**config.mk**
```make
export PLATFORM = sky130hd
export DESIGN_NAME = mac_acc
export DESIGN_NICKNAME = d
export VERILOG_FILES = /design/src/rtl/mac_acc_pkg.sv /design/src/rtl/mac_round_sat.sv /design/src/rtl/mac_acc.sv
export SDC_FILE = /design/constraint.sdc
export NUM_CORES = 1
export LEC_CHECK = 0
export ABC_AREA = 1
export CAP_MARGIN = 20
export CORE_ASPECT_RATIO = 0.6
export CORE_MARGIN = 4
export CORE_UTILIZATION = 40
export DETAILED_ROUTE_END_ITERATION = 16
export PLACE_DENSITY = 0.59
export SETUP_SLACK_MARGIN = 0.4
export SLEW_MARGIN = 20
export SYNTH_ARGS = -nofsm -noshare
export SYNTH_HDL_FRONTEND = slang
export SYNTH_SLANG_ARGS = --single-unit
```
**constraint.sdc**
```tcl
create_clock -name clk -period 3.76 [get_ports clk]
set_input_delay 0.752 -clock clk [delete_from_list [all_inputs] [get_ports clk]]
set_output_delay 0.752 -clock clk [all_outputs]
set_load 0.02 [all_outputs]
```
**src/rtl/mac_acc_pkg.sv**
```systemverilog
// Shared types and defaults for the mac_acc multiply-accumulate back end.
package mac_acc_pkg;

  typedef enum logic {
    ACC  = 1'b0,
    HOLD = 1'b1
  } state_t;

  localparam int DEF_IN_W  = 32;
  localparam int DEF_ACC_W = 40;
  localparam int DEF_OUT_W = 32;
  localparam int DEF_SHIFT = 0;

  localparam int              COUNT_W   = 16;
  localparam logic [COUNT_W-1:0] COUNT_MAX = 16'hFFFF;

  // Frame length counter that sticks at its maximum instead of wrapping.
  function automatic logic [COUNT_W-1:0] count_inc(input logic [COUNT_W-1:0] c);
    return (c == COUNT_MAX) ? c : c + 16'd1;
  endfunction

endpackage

```
**src/rtl/mac_round_sat.sv**
```systemverilog
// Combinational round-half-up, arithmetic right shift and clamp of the accumulator.
module mac_round_sat #(
  parameter int ACC_W = 40,
  parameter int OUT_W = 32,
  parameter int SHIFT = 0
) (
  input  logic [ACC_W-1:0] acc,
  output logic [OUT_W-1:0] data,
  output logic             sat
);

  // One extra bit so the rounding bias can never wrap the most positive sum.
  localparam int RW = ACC_W + 1;

  localparam logic signed [RW-1:0] RND   = RW'((64'd1 << SHIFT) >> 1);
  localparam logic signed [RW-1:0] MAX_V = {{(RW-OUT_W+1){1'b0}}, {(OUT_W-1){1'b1}}};
  localparam logic signed [RW-1:0] MIN_V = {{(RW-OUT_W+1){1'b1}}, {(OUT_W-1){1'b0}}};

  logic signed [RW-1:0] ext;
  logic signed [RW-1:0] biased;
  logic signed [RW-1:0] shifted;

  assign ext     = $signed({acc[ACC_W-1], acc});
  assign biased  = ext + RND;
  assign shifted = biased >>> SHIFT;

  always_comb begin
    data = shifted[OUT_W-1:0];
    sat  = 1'b0;
    if (shifted > MAX_V) begin
      data = MAX_V[OUT_W-1:0];
      sat  = 1'b1;
    end else if (shifted < MIN_V) begin
      data = MIN_V[OUT_W-1:0];
      sat  = 1'b1;
    end
  end

endmodule

```
**src/rtl/mac_acc.sv**
```systemverilog
// Frame-based signed multiply-accumulate stage: sums a product stream into a
// guard-bit accumulator and emits one rounded, saturated result per frame.
module mac_acc
  import mac_acc_pkg::*;
#(
  parameter int IN_W  = DEF_IN_W,
  parameter int ACC_W = DEF_ACC_W,
  parameter int OUT_W = DEF_OUT_W,
  parameter int SHIFT = DEF_SHIFT
) (
  input  logic             clk,
  input  logic             rst,
  input  logic             in_valid,
  output logic             in_ready,
  input  logic [IN_W-1:0]  in_data,
  input  logic             in_last,
  output logic             out_valid,
  input  logic             out_ready,
  output logic [OUT_W-1:0] out_data,
  output logic             out_sat,
  output logic             out_ovf,
  output logic [15:0]      out_count
);

  state_t state;
  state_t state_next;

  logic [ACC_W-1:0]   acc;
  logic [ACC_W-1:0]   acc_sum;
  logic [ACC_W-1:0]   in_ext;
  logic [COUNT_W-1:0] count;
  logic [COUNT_W-1:0] count_next;
  logic               ovf;
  logic               add_ovf;
  logic               beat;
  logic [OUT_W-1:0]   res_data;
  logic               res_sat;

  // Ready is a pure function of state; reset only forces it low while held.
  assign in_ready   = (state == ACC) && !rst;
  assign beat       = in_valid && in_ready;
  assign in_ext     = {{(ACC_W-IN_W){in_data[IN_W-1]}}, in_data};
  assign acc_sum    = acc + in_ext;
  assign add_ovf    = (acc[ACC_W-1] == in_ext[ACC_W-1]) && (acc_sum[ACC_W-1] != acc[ACC_W-1]);
  assign count_next = count_inc(count);

  mac_round_sat #(
    .ACC_W (ACC_W),
    .OUT_W (OUT_W),
    .SHIFT (SHIFT)
  ) u_round_sat (
    .acc  (acc_sum),
    .data (res_data),
    .sat  (res_sat)
  );

  always_ff @(posedge clk) begin
    if (rst) state <= ACC;
    else     state <= state_next;
  end

  always_comb begin
    state_next = state;
    case (state)
      ACC:     if (beat && in_last) state_next = HOLD;
      HOLD:    if (out_ready)       state_next = ACC;
      default: state_next = ACC;
    endcase
  end

  // The result is captured from the post-add value so the last product counts.
  always_ff @(posedge clk) begin
    if (rst) begin
      acc       <= '0;
      count     <= '0;
      ovf       <= 1'b0;
      out_valid <= 1'b0;
      out_data  <= '0;
      out_sat   <= 1'b0;
      out_ovf   <= 1'b0;
      out_count <= '0;
    end else if (beat) begin
      acc   <= acc_sum;
      count <= count_next;
      if (add_ovf) ovf <= 1'b1;
      if (in_last) begin
        out_valid <= 1'b1;
        out_data  <= res_data;
        out_sat   <= res_sat;
        out_ovf   <= ovf | add_ovf;
        out_count <= count_next;
      end
    end else if (state == HOLD && out_ready) begin
      acc       <= '0;
      count     <= '0;
      ovf       <= 1'b0;
      out_valid <= 1'b0;
    end
  end

endmodule

```
## Word-level counts from Yosys, hierarchy flattened

Cells that the tools add are included.

| storage, ports and cells | value |
|---|---|
| logic and storage cells | 47 |
| output and inout bits | 52 |
| bits in registers | 109 |

| cells by class | value |
|---|---|
| bitwise gates (word level) | 2 |
| equal/unequal tests | 5 |
| multiplexer cells | 17 |
| add/subtract/negate cells | 2 |
| magnitude comparators | 2 |
| reductions and logical operators | 10 |

Operators by type and width:

| operator | number |
|---|---|
| 40-bit 2-to-1 mux | 2 |
| 32-bit 2-to-1 mux | 2 |
| 16-bit 2-to-1 mux | 3 |
| 40-bit adder | 1 |
| 40-bit by 32-bit > comparator with 1-bit output (second input constant) | 1 |
| 40-bit by 32-bit less-than comparator with 1-bit output (second input constant) | 1 |
| 16-bit by 1-bit adder with 16-bit output (second input constant) | 1 |
| 16-bit == test (second input constant) | 1 |
| 1-bit 2-to-1 mux | 9 |
| 2-bit AND reduction | 3 |
| 1-bit logical AND | 5 |
| 2-bit != test (second input constant) | 2 |
| 1-bit one-hot mux with 2 select lines | 1 |
| 2-bit nonzero test | 1 |
| 1-bit == test | 1 |
| 1-bit zero test | 1 |
| 1-bit != test | 1 |
| 1-bit NOT | 1 |
| 1-bit bitwise OR | 1 |

## Longest topological paths before layout

Gate-level depths: netlist (run 1).

| depth | value |
|---|---|
| word-level depth | 6 |
| depth in mapped cells | 22 |
| gate-level depth less buffers | 20 |

## Cells and area by module

A second synthesis (run 1) with hierarchy kept.

| unflattened totals | value |
|---|---|
| cells, all modules | 1,294 |
| area, all modules | 7,823.8 um2 |

By module, submodules not included:

| module | sequential area each (um2) | instances | area an instance (um2) | cells an instance |
|---|---|---|---|---|
| mac_acc | 2,182.1 | 1 | 7,453.4 | 1,205 |
| mac_round_sat | 0.0 | 1 | 370.4 | 89 |

## Least setup slack after synthesis (run 1)

No wires, ideal clock.

| path | value |
|---|---|
| path type | input to register |
| from | in in_data[0] |
| to | reg out_data[10] |
| stages on the path | 17 |
| path slack | 0.928 ns |
| arrival time | 2.713 ns |
| path buffers | 1 |
| cells stage by stage | ha_1 -> fa_1 -> nand3_1 -> nand3_1 -> nand2_1 -> nand2_1 -> nand2_1 -> nand3_2 -> nand2_1 -> nand2_1 -> nand2_1 -> nand3_1 -> nor2_1 -> nand2_1 -> a21oi_4 -> buf_4 -> a21oi_1 |

| on the way | value |
|---|---|
| word-level cells in the longest chain between the ends | 4 |
| elaborated cells on any way between the ends | 5 |
| those cells by class | add/sub: 1; order compare: 2; mux: 2 |

Ends and longest elaborated chain:

| item | RTL line | text |
|---|---|---|
| from (decl) | mac_acc.sv:15 | `input logic [IN_W-1:0] in_data,` |
| 40-bit adder (*) | mac_acc.sv:43 | `assign acc_sum = acc + in_ext;` |
| 40-bit by 32-bit less-than comparator with 1-bit output | mac_round_sat.sv:33 | `end else if (shifted < MIN_V) begin` |
| 32-bit 2-to-1 mux | mac_round_sat.sv:33 |  |
| 32-bit 2-to-1 mux (*) | mac_round_sat.sv:30 | `if (shifted > MAX_V) begin` |
| to (signal assigned) | mac_acc.sv:88 | `out_data <= res_data;` |
| to (decl) | mac_acc.sv:19 | `output logic [OUT_W-1:0] out_data,` |

Mark *: on every way between the ends. The rest lies on a longest branch, timed or not.
A chain may end at the register's enable or synchronous reset.

## Worst setup path after layout (run 1)

| path | value |
|---|---|
| from | in in_data[19] |
| to | reg out_data[18] |

Same word-level chain as after synthesis.

==> impl_metrics.tcl, run 1 <==
set metrics [dict create \
    status "finished clean" \
    die_h_um 112 \
    dpl_worst_slack_ps 33.8 \
    area.growth.synth_to_final_pct 33.9 \
    crit_path_end_kind "flip-flop" \
    finalSetupViolations 0 \
    synthesis.area_sq_um 7200 \
    pins_over_their_slew_limit 0 \
    synth_edf_count 0 \
    drt-pass1-iter-count 5 \
    grt_antenna_before_repair 0 \
    timing.max_cap.violations 0 \
    gp_routability_congestion 0.947 \
    globalRoute.totalOverflow 0 \
    crit-reg2reg-capture "out_data[23]" \
    whs_endpoint "ovf" \
    antenna-diode-count 0 \
    clk_latency_ps 360 \
    chipWidth_um 181 \
    wire_per_inst_um 16.3 \
    cellPowerDensity_nw_per_um2 349 \
    syn_inst 1143 \
    postSynthAreaPerCell_sq_um 6.30 \
    unrepaired_setup_endpoints_after_global_routing "no" \
    synth.yosys.seq_area_share_pct 30.3 \
    most_common_library_cell_in_the_layout_ignoring_fill_and_taps "sky130_fd_sc_hd__nand2_1" \
    routed_wirelength_mm 24.5 \
    period_minus_slack_ps 3260 \
    cp_data_arrival_time_ps 3500 \
    count_of_input_and_output_buffers 88 \
    netlist-cell-type-count 40 \
    grt_start_max_net_pins 62 \
    crit_path_max_incr_delay_ps 490 \
    route.vias.total 7657 \
    cp_common_cell "sky130_fd_sc_hd__nand2_1" \
    fillCellCount 1773 \
    ff_to_ff_start "acc[26]" \
    num-nets-final 1342 \
    groute.usage.overall_pct 22.3 \
    post_drt_via_cell_ratio 5.09 \
    first_global_vias 6646 \
    pin_count 89 \
    asyncSetResetFlopFracSynth_pct 0 \
    min_delay_path_depth 2 \
    placeableCoreArea_sq_um 17400 \
    clock-skew-final_ps 15.1 \
    leakage_nw 4.36 \
    num_rows 37 \
    floorplan.initialDensity_pct 41.4 \
    clkTransAtPathRegs_ps 80 \
    worst_ir_drop_vdd_mv 0.179 \
    start_kind "input pin" \
    clock_tree.buffer_depth 2 \
    first_iter_violations 643 \
    commonest_non_fill_non_tap_cells_in_the_layout "sky130_fd_sc_hd__nand2_1 (376), sky130_fd_sc_hd__inv_1 (123), sky130_fd_sc_hd__dfxtp_1 (109), sky130_fd_sc_hd__a21oi_1 (105), sky130_fd_sc_hd__clkdlybuf4s50_1 (84)" \
    grt_first_pass_wirelength_mm 36.9 \
    cts_tree "built" \
    cts_root_cell "sky130_fd_sc_hd__clkbuf_16" \
    ff2ff_path_depth 17 \
    min-delay-path-class "flip-flop to flip-flop" \
    worst-slew-pin-transition_ps 737 \
    worst_path_max_delay_cell "sky130_fd_sc_hd__clkdlybuf4s50_1" \
    timing.critical_path.fanout_max 8 \
    worst_hold_slack_ps 473 \
    timing.critical_path.cells "clkdlybuf4s50_1 -> ha_2 -> nand2_1 -> nand2_1 -> nand2_1 -> nand2_1 -> a21oi_2 -> nor2_2 -> nor2_2 -> buf_4 -> nand3_1 -> nand2_2 -> nand2_1 -> nor2_2 -> nand2_2 -> a21oi_4 -> clkbuf_16 -> a21oi_1" \
    worst_ep_required_time_ps 4000 \
    final_layout_size_suffix_gt1_share_pct 17.0 \
    dpl.hpwl_mm 18.0 \
    drtAntennaViolNets 0 \
    min_period_over_period_pct 86.6 \
    yosys_warnings 0 \
    hold_violations 0 \
    number_of_sinks_handled_by_clock_tree_synthesis 109 \
    synth_ff_type "sky130_fd_sc_hd__dfxtp_1" \
    path_class "input pin to flip-flop" \
    htreeDepth 3 \
    die_footprint_sq_um 20300 \
    syn-num-nets 1221 \
    ff2ff_setup_slack_ps 960 \
    worst_path_setup_slack_after_routing_ps 502 \
    worst_hold_startpoint "ovf" \
    max_clock_freq_ghz 0.307 \
    route.detailed.drc 0 \
    cts_inserted_buffers 9 \
    worst_slew_margin_rel_pct 50.9 \
    ys_ff_latch 109 \
]
## logic make-up after synthesis
group | Yosys count | share of synthesized area, %
and+or+nand+nor | 576 | 32.3
xor gates and xnor gates | 41 | 5.20
buffers and inverters | 166 | 9.17
DFF | 109 | 30.3
AOI/OAI and AO/OA | 210 | 15.8
adders and majority gates | 41 | 7.23
## worst max path at each step
| stage | from | endpoint |
|---|---|---|
| after floorplan | in_data[0] | out_data[10] |
| after global placement | in_data[31] | out_data[26] |
| after detailed placement | in_data[31] | out_data[16] |
| after CTS | in_data[0] | out_data[16] |
| after global routing | in_data[24] | out_data[8] |
| final | in_data[19] | out_data[18] |
## sequential cells by signal, summed over array words and instances (netlist names)
| name | cells |
|---|---|
| ovf | 1 |
| out_count | 16 |
| acc | 40 |
| count | 16 |
| out_valid | 1 |
| out_ovf | 1 |
| out_sat | 1 |
| state | 1 |
| out_data | 32 |
## synth_stat cells (5+ instances only)
cell / number / share of area [%]
sky130_fd_sc_hd__a21oi_1: 122 / 8.5
sky130_fd_sc_hd__a31oi_1: 9 / 0.78
sky130_fd_sc_hd__clkbuf_1: 27 / 1.4
sky130_fd_sc_hd__dfxtp_1: 109 / 30
sky130_fd_sc_hd__ha_1: 40 / 7.0
sky130_fd_sc_hd__inv_1: 124 / 6.5
sky130_fd_sc_hd__nand2_1: 407 / 21
sky130_fd_sc_hd__nand3_1: 42 / 2.9
sky130_fd_sc_hd__nand4_1: 5 / 0.43
sky130_fd_sc_hd__nor2_1: 84 / 4.4
sky130_fd_sc_hd__nor2_2: 7 / 0.61
sky130_fd_sc_hd__nor3_1: 10 / 0.70
sky130_fd_sc_hd__o21ai_0: 58 / 4.0
sky130_fd_sc_hd__o21bai_1: 10 / 1.0
sky130_fd_sc_hd__xnor2_1: 11 / 1.3
sky130_fd_sc_hd__xor2_1: 28 / 3.4
## layer usage
metal  wire length [um]  GRT usage [%]  part of all wire, %
met2               9210           28.6                   38
met5                  0              0                    0
met3               1820           4.90                  7.5
met4                114           2.85                 0.47
met1              13300           37.6                   54
## layout make-up
cell class | instances | area (sq um) | share of cell area (%)
Multi-Input combinational cell | 868 | 4940 | 51.3
Sequential cell | 109 | 2180 | 22.6
Timing Repair Buffer | 147 | 1440 | 14.9
Inverter | 129 | 484 | 5.02
Tap cell | 234 | 293 | 3.04
Clock buffer | 9 | 225 | 2.34
Clock inverter | 7 | 78.8 | 0.818
## power by group
part	internal [mW]	switching [mW]	total [mW]
registers	1.22	0.0412	1.26
clock network	0.528	0.494	1.02
logic	0.440	0.650	1.09
total	2.18	1.19	3.37
## per-stage QoR
step           cells  util [%]  cell area, sq um  power, mW  TNS [ps]
5_1_grt         1503      55.4              9640       3.53         0
6_report        1503      55.4              9640       3.37         0
3_5_place_dp    1479      49.6              8630       2.21         0
3_3_place_gp    1479      49.6              8630       2.21      -228
2_1_floorplan   1143         -              7200       1.85         0
4_1_cts         1495      51.3              8940       3.23         0
## worst max-delay path: cells and delay by family
| kind | cells | cell delay (ps) |
|---|---|---|
| buffers and inverters | 3 | 830 |
| AND/OR/NAND/NOR | 11 | 1050 |
| AO/OA/AOI/OAI | 3 | 550 |
| adder cells (fa/ha/maj) | 1 | 320 |
## timing repair
item / 4_1_cts / 5_1_grt
buffers inserted: 0 / 5
cloned: 0 / 3
endpoints found under the setup margin: 2 / 32
hold buffers: 0 / 0
pin swaps: 0 / 24
gates resized for setup: 1 / 134
No activity file was read; power rests on OpenSTA's default activity.
==> run 2, diff against run 1 <==
REMOVE_ABC_BUFFERS = 1   (was not set)
==> impl_metrics.tcl, run 2 (same netlist as run 1, synthesis figures left out) <==
set metrics [dict create \
    status "finished clean" \
    cp_data_arrival_time_ps 3530 \
    crit_path_end_kind "flip-flop" \
    placeableCoreArea_sq_um 17400 \
    worst_hold_slack_ps 473 \
    regMostFlops "acc" \
    cts_root_cell "sky130_fd_sc_hd__clkbuf_16" \
    worst_path_bufs_invs 3 \
    grt_start_max_net_pins 61 \
    pin_count 89 \
    start_kind "input pin" \
    finalSetupViolations 0 \
    antenna-diode-count 0 \
    final_layout_size_suffix_gt1_share_pct 13.3 \
    pins_over_their_slew_limit 0 \
    postLayoutCoreUtil_pct 53.7 \
    power_report.internal_total_mw 2.10 \
    clock_tree.buffer_depth 2 \
    p_switching_mw 1.15 \
    crit_path_max_incr_delay_ps 460 \
    count_of_input_and_output_buffers 88 \
    p_total_mw 3.24 \
    ff2ff_path_depth 17 \
    dpl_worst_slack_ps -5.52 \
    timing.max_cap.violations 0 \
    worst_slew_margin_rel_pct 49.2 \
    cts_hold_buffers 0 \
    grt_first_pass_wirelength_mm 36.3 \
    num-nets-final 1326 \
    number_of_sinks_handled_by_clock_tree_synthesis 109 \
    cts_inserted_buffers 9 \
    ff2ff_setup_slack_ps 1000 \
    num_rows 37 \
    timing.critical_path.fanout_max 8 \
    unrepaired_setup_endpoints_after_global_routing "no" \
    worst_path_setup_slack_after_routing_ps 475 \
    min-delay-path-class "flip-flop to flip-flop" \
    final-seq-area_sq_um 2180 \
    ff_to_ff_start "acc[10]" \
    globalRoute.totalOverflow 0 \
    cts_tree "built" \
    crit_path_start "in_data[1]" \
    path_class "input pin to flip-flop" \
    cp_common_cell "sky130_fd_sc_hd__nand2_1" \
    routed_wirelength_mm 24.9 \
    top_regs "acc x40, out_data x32" \
    comb_power_share_pct 32.3 \
    period_minus_slack_ps 3290 \
    crit_path_end "out_data[18]" \
    fillCellCount 1758 \
    wire_per_inst_um 16.7 \
    chipWidth_um 181 \
    crit_family "simple AND/OR/NAND/NOR gates" \
    worst_ir_drop_vdd_mv 0.266 \
    grt_antenna_before_repair 0 \
    timing.critical_path.cells "clkdlybuf4s50_1 -> ha_1 -> nand2_1 -> a21oi_4 -> nand2_1 -> nand2_1 -> nand2_1 -> nand3_2 -> nand2_1 -> nand3_1 -> nand3_1 -> nor2_2 -> nand2_2 -> a21oi_4 -> buf_12 -> clkbuf_16 -> a21oi_1" \
    clk_latency_ps 360 \
    worst_ep_required_time_ps 4010 \
    die_footprint_sq_um 20300 \
    switching_share_pct 35.4 \
    cellPowerDensity_nw_per_um2 347 \
    drt-pass1-iter-count 6 \
    htreeDepth 3 \
    max_clock_freq_ghz 0.304 \
    crit_cells 17 \
    min_period_over_period_pct 87.4 \
    dpl.hpwl_mm 18.0 \
    area.growth.synth_to_final_pct 29.9 \
    crit-reg2reg-capture "out_data[18]" \
    leakage_nw 4.23 \
    clock-skew-final_ps 7.87 \
    route.vias.total 7596 \
    most_common_library_cell_in_the_layout_ignoring_fill_and_taps "sky130_fd_sc_hd__nand2_1" \
    power.clock.fraction_pct 29.1 \
    drtAntennaViolNets 0 \
    floorplan.initialDensity_pct 41.4 \
    p_seq_share_pct 38.6 \
    first_global_vias 6426 \
    route.detailed.drc 0 \
    post_drt_via_cell_ratio 5.11 \
    first_iter_violations 803 \
    die_h_um 112 \
    gp_routability_congestion 0.987 \
    clkTransAtPathRegs_ps 70 \
    groute.usage.overall_pct 22.5 \
    worst_path_max_delay_cell "sky130_fd_sc_hd__clkdlybuf4s50_1" \
    commonest_non_fill_non_tap_cells_in_the_layout "sky130_fd_sc_hd__nand2_1 (383), sky130_fd_sc_hd__inv_1 (124), sky130_fd_sc_hd__a21oi_1 (114), sky130_fd_sc_hd__dfxtp_1 (109), sky130_fd_sc_hd__clkdlybuf4s50_1 (86)" \
    largest_register_ffs 40 \
    worst-slew-pin-transition_ps 755 \
    hold_violations 0 \
    multi_input_area_sq_um 4800 \
]
[run 2: cell types whose count changed in the layout (fill, tap and decap cells not counted), moves of 6 or more]
| cell | change |
|---|---|
| sky130_fd_sc_hd__buf_4 | -16 |
| sky130_fd_sc_hd__a21oi_2 | -10 |
| sky130_fd_sc_hd__a21oi_1 | +9 |
| sky130_fd_sc_hd__nand2_1 | +7 |
| sky130_fd_sc_hd__nand2_2 | -7 |
| sky130_fd_sc_hd__nor2_1 | +6 |
[run 2: tightest hold or removal path, delay by kind of cell, from the launching register on]
kind / cells / cell delay, ps
AO/OA/AOI/OAI: 1 / 50
flip-flops: 1 / 310
AND/OR/NAND/NOR: 1 / 60
[run 2: how the worst min path moves through the flow]
stage,cells past startpoint,from,slack [ps],to
final,2,acc[37],470,acc[37]
after global routing,2,acc[37],490,acc[37]
after CTS,2,acc[8],470,acc[8]
after detailed placement,2,ovf,460,out_ovf
after global placement,2,ovf,450,out_ovf
after floorplan,2,ovf,440,out_ovf
[run 2: layout make-up]
cell class / count / share of cell area, %
clock buffer: 10 / 2.56
timing repair buffer: 131 / 14.0
clock inverter: 6 / 0.482
multi-input combinational: 868 / 51.3
sequential: 109 / 23.3
tap: 234 / 3.13
inverter: 129 / 5.18
[run 2: power groups by stage]
stage | sequential, mW | combinational (mW) | clock (mW)
after detailed placement | 1.27 | 0.910 | 0
after global routing | 1.26 | 1.13 | 1.02
after global placement | 1.27 | 0.913 | 0
final | 1.25 | 1.05 | 0.944
after CTS | 1.25 | 0.916 | 0.971
after floorplan | 1.30 | 0.511 | 0
[run 2: metal layers]
metal  GRT usage, %  vias to the layer above  share of wire (%)  wire length [um]
li1               -                     3857                  -                 -
met1           40.4                     3429                 56             13900
met2           24.6                      296                 33              8280
met3           5.62                       14                 10              2500
met5              0                        -                  0                 0
met4           3.60                        0               0.68               170
[run 2: per-stage QoR]
stage / TNS [ps] / instances / cell area, sq um
after floorplan: 0 / 1106 / 7020
after global placement: 0 / 1460 / 8470
after detailed placement: -7.97 / 1460 / 8470
after CTS: 0 / 1476 / 8760
after global routing: 0 / 1487 / 9350
final: 0 / 1487 / 9350
[run 2: what timing repair did]
action / 4_1_cts / 5_1_grt
pin swaps: 0 / 3
gates resized for setup: 2 / 90
gates cloned: 0 / 4
buffers inserted: 0 / 7
setup endpoints to repair: 20 / 32
